$ cat config.mk
export PLATFORM = sky130hd
export DESIGN_NAME = mult_share_arbiter
export DESIGN_NICKNAME = d
export VERILOG_FILES = /design/src/rtl/mult_share_pkg.sv /design/src/rtl/mult_share_rr_arb.sv /design/src/rtl/mydesign_comb.sv /design/src/rtl/mult_share_arbiter.sv
export SDC_FILE = /design/constraint.sdc
export NUM_CORES = 1
export LEC_CHECK = 0
export BUFFER_PORTS_ARGS = -buffer_cell sky130_fd_sc_hd__buf_2
export CORE_UTILIZATION = 47
export CTS_BUF_LIST = sky130_fd_sc_hd__clkbuf_4 sky130_fd_sc_hd__clkbuf_8
export CTS_CLUSTER_DIAMETER = 30
export CTS_CLUSTER_SIZE = 40
export DETAILED_ROUTE_END_ITERATION = 8
export PLACE_DENSITY = 0.79
export SLEW_MARGIN = 10
export SYNTH_ARGS = -nofsm -noshare
export SYNTH_HDL_FRONTEND = slang
export SYNTH_SLANG_ARGS = --single-unit
$ cat constraint.sdc
create_clock -name clk_ci -period 2.6 [get_ports clk_ci]
set_input_delay 0.26 -clock clk_ci [delete_from_list [all_inputs] [get_ports clk_ci]]
set_output_delay 0.26 -clock clk_ci [all_outputs]
set_load 0.01 [all_outputs]
$ cat src/rtl/mult_share_pkg.sv
// Shared types and helpers for the multiplier-sharing arbiter.
// Entry layouts are sized from the package defaults (N_IN=4, N_OUT=6, N_REQ=4).
package mult_share_pkg;

  localparam int N_REQ_DEF = 4;
  localparam int N_IN_DEF  = 4;
  localparam int N_OUT_DEF = 6;

  // Index width for a requester count; a single requester still gets one bit.
  function automatic int id_w(input int n);
    if (n > 1) begin
      return $clog2(n);
    end else begin
      return 1;
    end
  endfunction

  localparam int ID_W_DEF = id_w(N_REQ_DEF);

  // Operand stage: who asked, and the two operands feeding the datapath.
  typedef struct packed {
    logic [ID_W_DEF-1:0]  id;
    logic [N_IN_DEF-1:0]  a;
    logic [N_IN_DEF-1:0]  b;
  } s1_entry_t;

  // Result stage: who asked, and the datapath output.
  typedef struct packed {
    logic [ID_W_DEF-1:0]  id;
    logic [N_OUT_DEF-1:0] result;
  } s2_entry_t;

endpackage

$ cat src/rtl/mult_share_rr_arb.sv
// Requester arbiter for the shared multiplier.
// Default: round-robin starting at a pointer that moves past each winner.
// With MULT_SHARE_ARBITER_FIXED_PRIO_EN defined: lowest index wins and no
// pointer register exists.
module mult_share_rr_arb #(
  parameter int N_REQ = 4,
  parameter int ID_W  = 2
) (
  input  logic             clk_ci,
  input  logic             rst_i,
  input  logic [N_REQ-1:0] req_i,
  input  logic             en_i,
  output logic [N_REQ-1:0] gnt_o,
  output logic [ID_W-1:0]  gnt_idx_o,
  output logic             gnt_valid_o
);

  logic [ID_W-1:0] start_s;
  logic [ID_W:0]   cand_s;
  logic [ID_W-1:0] idx_s;
  logic            found_s;

`ifdef MULT_SHARE_ARBITER_FIXED_PRIO_EN
  assign start_s = '0;
`else
  logic [ID_W-1:0] ptr_r;

  // Pointer moves to one past the winner on every handshake, else holds.
  always_ff @(posedge clk_ci) begin
    if (rst_i) begin
      ptr_r <= '0;
    end else if (gnt_valid_o) begin
      if (idx_s == ID_W'(N_REQ - 1)) begin
        ptr_r <= '0;
      end else begin
        ptr_r <= idx_s + ID_W'(1);
      end
    end else begin
      ptr_r <= ptr_r;
    end
  end

  assign start_s = ptr_r;
`endif

  // Circular search for the first active request at or after the start index.
  always_comb begin
    found_s = 1'b0;
    idx_s   = '0;
    cand_s  = '0;
    for (int k = 0; k < N_REQ; k++) begin
      cand_s = {1'b0, start_s} + (ID_W+1)'(k);
      if (cand_s >= (ID_W+1)'(N_REQ)) begin
        cand_s = cand_s - (ID_W+1)'(N_REQ);
      end else begin
        cand_s = cand_s;
      end
      if (!found_s && req_i[cand_s[ID_W-1:0]]) begin
        found_s = 1'b1;
        idx_s   = cand_s[ID_W-1:0];
      end else begin
        found_s = found_s;
      end
    end
  end

  // One-hot grant only when the operand stage can take a new entry.
  always_comb begin
    gnt_o = '0;
    if (en_i && found_s) begin
      gnt_o[idx_s] = 1'b1;
    end else begin
      gnt_o = '0;
    end
  end

  assign gnt_idx_o   = idx_s;
  assign gnt_valid_o = en_i & found_s;

endmodule

$ cat src/rtl/mydesign_comb.sv
// Combinational multiplier datapath: result = (a * b) mod 2^N_OUT.
module mydesign_comb #(
  parameter int N_IN  = 4,
  parameter int N_OUT = 6
) (
  input  logic [N_IN-1:0]  a_i,
  input  logic [N_IN-1:0]  b_i,
  output logic [N_OUT-1:0] result_o
);

  logic [N_OUT-1:0] a_ext_s;
  logic [N_OUT-1:0] b_ext_s;

  // Working at N_OUT bits keeps exactly the low N_OUT bits of the product.
  assign a_ext_s  = N_OUT'(a_i);
  assign b_ext_s  = N_OUT'(b_i);
  assign result_o = a_ext_s * b_ext_s;

endmodule

$ cat src/rtl/mult_share_arbiter.sv
// Shares one combinational multiplier between N_REQ valid/ready requesters.
// Pipeline: arbiter -> S1 operand register -> mydesign_comb -> S2 result
// register -> tagged response channel. One operation per cycle at full rate.
// Arbitration mode is selected by MULT_SHARE_ARBITER_FIXED_PRIO_EN (see
// mult_share_rr_arb); ports and latency are the same in both modes.
module mult_share_arbiter
  import mult_share_pkg::*;
#(
  parameter int N_REQ = N_REQ_DEF,
  parameter int N_IN  = N_IN_DEF,
  parameter int N_OUT = N_OUT_DEF,
  localparam int ID_W = id_w(N_REQ)
) (
  input  logic                  clk_ci,
  input  logic                  rst_i,
  input  logic [N_REQ-1:0]      req_valid_i,
  output logic [N_REQ-1:0]      req_ready_o,
  input  logic [N_REQ*N_IN-1:0] req_a_i,
  input  logic [N_REQ*N_IN-1:0] req_b_i,
  output logic                  rsp_valid_o,
  input  logic                  rsp_ready_i,
  output logic [ID_W-1:0]       rsp_id_o,
  output logic [N_OUT-1:0]      rsp_result_o
);

  s1_entry_t       s1_r;
  s2_entry_t       s2_r;
  logic            s1_valid_r;
  logic            s2_valid_r;
  logic            s1_adv_s;
  logic            s2_adv_s;
  logic            arb_en_s;
  logic [N_REQ-1:0] gnt_s;
  logic [ID_W-1:0] gnt_idx_s;
  logic            gnt_valid_s;
  logic [N_OUT-1:0] dp_result_s;

  // Each stage moves when its successor has room; the response consumer
  // frees S2. No grants are issued while reset is held.
  assign s2_adv_s = ~s2_valid_r | rsp_ready_i;
  assign s1_adv_s = ~s1_valid_r | s2_adv_s;
  assign arb_en_s = s1_adv_s & ~rst_i;

  mult_share_rr_arb #(
    .N_REQ (N_REQ),
    .ID_W  (ID_W)
  ) u_arb (
    .clk_ci      (clk_ci),
    .rst_i       (rst_i),
    .req_i       (req_valid_i),
    .en_i        (arb_en_s),
    .gnt_o       (gnt_s),
    .gnt_idx_o   (gnt_idx_s),
    .gnt_valid_o (gnt_valid_s)
  );

  assign req_ready_o = gnt_s;

  mydesign_comb #(
    .N_IN  (N_IN),
    .N_OUT (N_OUT)
  ) u_dp (
    .a_i      (s1_r.a),
    .b_i      (s1_r.b),
    .result_o (dp_result_s)
  );

  // S1: capture the granted request's operands, or empty out on an idle advance.
  always_ff @(posedge clk_ci) begin
    if (rst_i) begin
      s1_valid_r <= 1'b0;
      s1_r       <= '0;
    end else if (s1_adv_s) begin
      s1_valid_r <= gnt_valid_s;
      if (gnt_valid_s) begin
        s1_r.id <= gnt_idx_s;
        s1_r.a  <= req_a_i[gnt_idx_s*N_IN +: N_IN];
        s1_r.b  <= req_b_i[gnt_idx_s*N_IN +: N_IN];
      end else begin
        s1_r <= s1_r;
      end
    end else begin
      s1_valid_r <= s1_valid_r;
      s1_r       <= s1_r;
    end
  end

  // S2: take the datapath result from S1; holds steady while the consumer stalls.
  always_ff @(posedge clk_ci) begin
    if (rst_i) begin
      s2_valid_r <= 1'b0;
      s2_r       <= '0;
    end else if (s2_adv_s) begin
      s2_valid_r <= s1_valid_r;
      if (s1_valid_r) begin
        s2_r.id     <= s1_r.id;
        s2_r.result <= dp_result_s;
      end else begin
        s2_r <= s2_r;
      end
    end else begin
      s2_valid_r <= s2_valid_r;
      s2_r       <= s2_r;
    end
  end

  assign rsp_valid_o  = s2_valid_r;
  assign rsp_id_o     = s2_r.id;
  assign rsp_result_o = s2_r.result;

endmodule

# Word level (Yosys, flattened, before mapping)
# Index checks and enable logic that the tools add are counted.
[totals]
reg_bits = 22
out_inout_bits = 13
[op_classes]
n_addsub = 8
n_mul = 1
magnitude_cmp = 10
eq_ne = 1
shift = 2
mux = 24
n_bitwise = 7
reduce_logical = 10
[op_table]
columns = ["operator", "n"]
rows = [
  ["16-bit by 5-bit indexed part select with 4-bit output", 2],
  ["2-bit 2-to-1 mux", 9],
  ["2-bit by 3-bit less-than comparator with 1-bit output, second input constant", 5],
  ["3-bit greater-or-equal comparator, second input constant", 3],
  ["1-bit 2-to-1 mux", 9],
  ["1-bit binary-select mux with 2-bit select", 4],
  ["2-bit by 1-bit subtractor with 2-bit output, second input constant", 4],
  ["2-bit by 2-bit adder with 3-bit output, second input constant", 2],
  ["4-bit by 4-bit multiplier with 6-bit output", 1],
  ["1-bit logical AND", 5],
  ["4-bit 2-to-1 mux", 1],
  ["2-bit AND reduction", 2],
  ["2-bit by 1-bit adder with 3-bit output, second input constant", 1],
  ["2-bit by 3-bit greater-or-equal comparator with 1-bit output, second input constant", 1],
  ["1-bit logical NOT", 3],
  ["1-bit NOT", 3],
  ["2-bit by 1-bit adder with 2-bit output, second input constant", 1],
  ["1-bit AND", 2],
  ["1-bit demux with 2-bit select", 1],
  ["2-bit equality test, second input constant", 1],
  ["2-bit by 1-bit greater-or-equal comparator with 1-bit output, second input constant", 1],
  ["1-bit bitwise OR", 2],
]

# Longest topological paths before layout
[logic_depth]
word_depth = 19
ltp_mapped = 10

# Cells and area by module
# From an unflattened synthesis, not the netlist that was laid out.
[hier_totals]
hier_cells = 170
area_unflattened_um2 = 1541.5
[by_module_without_submodules]
columns = ["mod", "instances", "cells_each", "area_each_um2"]
rows = [
  ["mult_share_arbiter", 1, 101, 952.2],
  ["mydesign_comb", 1, 38, 332.8],
  ["mult_share_rr_arb", 1, 31, 256.5],
]

# Worst setup path after synthesis
# OpenSTA, ideal clock, no wires.
[synth_path]
path_kind = "register to register"
startpoint = "reg s1_r[4] (netlist bit)"
endpoint = "reg s2_r, in the netlist rsp_result_o[5]"
setup_time_ps = 129
arrival_time_ps = 2659
required_ps = 2471
setup_slack_ps = -188
path_stages_with_launch = 11
period_less_slack_ps = 2788
cell_sequence = "dfxtp_1 -> nand2_1 -> fa_1 -> inv_1 -> fa_1 -> ha_1 -> a21o_1 -> a21oi_1 -> xnor3_1 -> mux2i_1 -> nor2_1"
[synth_via]
elab_chain_len = 1
[synth_rtl]
columns = ["element", "line", "text"]
rows = [
  ["start, declared", "mult_share_arbiter.sv:26", "s1_entry_t s1_r;"],
  ["start signal, assigned", "mult_share_arbiter.sv:80", "s1_r <= s1_r;"],
  ["start signal, assigned", "mult_share_arbiter.sv:84", "s1_r <= s1_r;"],
  ["4-bit by 4-bit multiplier with 6-bit output", "mydesign_comb.sv:17", "assign result_o = a_ext_s * b_ext_s;"],
  ["end signal, assigned", "mult_share_arbiter.sv:99", "s2_r <= s2_r;"],
  ["end signal, assigned", "mult_share_arbiter.sv:103", "s2_r <= s2_r;"],
  ["end, declared", "mult_share_arbiter.sv:27", "s2_entry_t s2_r;"],
]
# Every way passes these cells.
# A chain may end at the register's enable or synchronous reset.

# Final worst setup path
[layout_path]
startpoint = "reg s1_r[6] (netlist bit)"
endpoint = "reg s2_r, in the netlist rsp_result_o[5]"
# Same word-level chain as after synthesis.

==> out/results.tsv <==
stage	metric	value	unit
outcome	status	complete, no violations	
logic_synthesis	ys_ff_latch	22	
setup_path	cp-startpoint	s1_r[6]	
drt	dr_wl_met3	191	um
setup_path	cp.arrival	2.77	ns
logic_synthesis	synthArstFlopShare	0	%
finish	fin_area	1870	um^2
logic_synthesis	synth_cells	155	
power	powerDensity	611	nW/um^2
logic_synthesis	yosys.area.top_type	dfxtp_1	
grt	grt_pass1_vias	1231	
power	finalPower	1.14	mW
setup_path	endpoint_kind	flip-flop	
logic_synthesis	netlist_area	1510	um^2
finish	post-route-util	61.3	%
setup_path	crit_buf_inv	1	
clock_network	clk_latency	0.31	ns
setup_path	r2r_slack	0.03	ns
logic_synthesis	synth_edf_count	0	
setup_path	timing.rr.end	rsp_result_o[5]	
finish	diodes	0	
logic_synthesis	yosysSeqAreaShare	29.3	%
power	p_comb_share	46.8	%
setup_path	setup.worst_path.start_class	flip-flop	
timing	slew_viol_final	0	
logic_synthesis	syn_avg_cell_area	9.71	um^2
power	p_int	733	uW
drt	via_per_inst	4.96	
drt	routed.top_layer	met4	
drt	drt_iter0_markers	21	
floorplan	core	3050	um^2
finish	final_nets	268	
setup_path	required	2.79	ns
clock_network	cts_hold_buf	0	
timing	hold_violations	0	
timing	finalSetupViolCount	0	
setup_path	crit_type	reg -> reg	
grt	grt_usage	20.1	%
grt	grt_max_degree	25	
drt	routed_wl	3.16	mm
logic_synthesis	synth_xor_area_share	3.24	%
grt	antenna_found_initial	0	
floorplan	rows	20	
power	leakage	0.938	nW
clock_network	clk_pin_slew	0.12	ns
logic_synthesis	netlist_top_cells_count	dfxtp_1, mux2i_1, nand2_1	
logic_synthesis	netlist.area_leader.share	29.3	%
logic_synthesis	muxShareOfSynthArea	14.6	%
power	peakVddDrop	336	uV
logic_synthesis	synth_top_family_by_area	simple AND/OR/NAND/NOR gates	
setup_path	path_delay_family	adder cells	
power	p_switching	410	uW
placement	dpl_cell_area	1820	um^2
logic_synthesis	synth_compound_area_share	9.56	%
floorplan	die_x	58.6	um
setup_path	critPathSlowestCell	fa_1	
timing	skew	0.0131	ns
setup_path	crit_path_cell_trace	nand2_2 -> fa_1 -> inv_2 -> fa_1 -> ha_1 -> a21o_1 -> a21oi_2 -> xnor3_1 -> mux2i_1 -> nor2_1	
timing	max_freq	389	MHz
timing	rsz0062_at_grt	true	
clock_network	h-tree-depth	1	
setup_path	critPathMaxStageDelay	0.55	ns
power	seq_power_share	39.7	%
floorplan	initial_core_util	49.3	%
clock_network	root_buffer	clkbuf_4	
logic_synthesis	synthFlopType	dfxtp_1	
logic_synthesis	synth_warnings	0	
clock_network	clock_sinks	22	
placement	io_buffers	51	
setup_path	crit_end	rsp_result_o[5]	
clock_network	cts_buffers	3	
setup_path	cpMostUsedCell	fa_1	
timing	worstMarginPinSlew	0.565	ns
timing	period_share	99.0	%
drt	via_count	1271	
placement	routabilityCongestion	0.833	
drt	wl_per_cell	12.3	um
finish	layout-drive-gt1-share	38.7	%
timing	finalSetupTns	0	ns
power	sw_frac_of_total	35.9	%
min_path	hold_class	in -> reg	
finish	stdcell_count	256	
grt	grt_pass1_wl	5.20	mm
timing	slew_headroom	62.0	%
finish	nFillCells	277	
placement	dp.cells	251	
drt	final_antenna_net_count	0	
timing	fin_crit	2.57	ns
floorplan	die-area	3430	um^2
setup_path	rr_worst_depth	10	
clock_network	clockBufferDepth	2	
setup_path	r2r-start	s1_r[6]	
logic_synthesis	synth_area_leaders	dfxtp_1, mux2i_1, ha_1	
timing	whs	0.242	ns
clock_network	cts_tree	built	
drt	drc	0	
min_path	worstHoldStart	rsp_ready_i	
placement	place_ws	-0.0122	ns
floorplan	io_pins	52	
setup_path	path_depth	10	
run	cap_viol_max_count	0	
logic_synthesis	synthAdderAreaFrac	14.5	%
drt	routedLengthMet1	1.42	mm
drt	drtPass1Iterations	4	
finish	area_growth	24.3	%
logic_synthesis	synth-simple-area-share	24.2	%
drt	route.met2.wl	1.52	mm
setup_path	critPathMaxFanout	2	
placement	dp.final_hpwl	2.48	mm
logic_synthesis	syn_nets	209	
power	power_frac_clock	13.5	%
grt	overflow	0	
timing	fin_ws	0.0261	ns
floorplan	die_h	58.6	um
logic_synthesis	synth_cell_types	36	
## placed cells by master, fill, tap and decap left out, types with 2 or more instances in the layout
master and instances:
buf_2 51, mux2i_1 22, dfxtp_1 16, nand2_1 14, nor2_1 13, and2_1 11, nand3b_1 11, ha_1 11
buf_4 9, o221ai_1 8, dfxtp_2 6, inv_1 4, a21oi_1 3, fa_1 3, clkbuf_4 3, nor2b_1 2
nor2b_2 2, nand2_2 2, a21oi_2 2, xnor2_1 2
## power groups by stage
stage	registers (mW)	logic, mW	clock network (mW)
after CTS	0.450	0.529	0.161
after global placement	0.457	0.508	0
after detailed placement	0.459	0.514	0
after floorplan	0.466	0.354	0
final	0.454	0.535	0.154
after global routing	0.463	0.602	0.172
## cells by family (layout without fill, tap and decap cells)
| kind of cell | count (synthesis) | in the layout |
|---|---|---|
| DFF | 22 | 22 |
| adders and majority gates | 15 | 15 |
| AOI/OAI and AO/OA | 18 | 18 |
| and+or+nand+nor | 63 | 63 |
| muxes | 22 | 22 |
| xor gates and xnor gates | 4 | 4 |
| buffers and inverters | 11 | 68 |
## metal layers
metal	track usage [%]	up-vias
met5	0	-
met4	6.80	0
met3	3.74	4
met2	36.1	41
met1	24.2	567
li1	-	659
## repair_timing
item                       4_1_cts  5_1_grt
setup endpoints to repair        1        2
pin swaps                        0        6
hold endpoints to repair         0        0
buffers inserted                 1        1
gates resized for setup          1        6
## flip-flops by register name, summed over array words and instances, names as in the netlist
register,flops
rsp_id_o,2
rsp_result_o,6
rsp_valid_o,1
s1_r,10
s1_valid_r,1
u_arb.ptr_r,2
## cell type report
type                    count  area, um^2  area share [%]
clock buffers               3        22.5            1.20
inverters                   5        18.8            1.00
flip-flops and latches     22         448            23.9
repair buffers             60         323            17.3
multi-input cells         122        1000            53.6
well taps                  44        55.1            2.94
## worst min path at each step
stage / cells past startpoint / to / slack, ns
final: 4 / s1_valid_r / 0.24
after global routing: 4 / s1_valid_r / 0.23
after CTS: 4 / s1_valid_r / 0.23
after detailed placement: 2 / s1_r[9] / 0.47
after global placement: 2 / s1_r[9] / 0.47
after floorplan: 3 / s1_valid_r / 0.44
## worst register-to-register path, cell delays in order (launching register included)
cell     delay (ns)
dfxtp_2        0.35
nand2_2        0.06
fa_1           0.55
inv_2          0.04
fa_1           0.46
ha_1           0.30
a21o_1         0.16
a21oi_2        0.13
xnor3_1        0.22
mux2i_1        0.13
nor2_1         0.05
(Power assumes the default switching activity.)
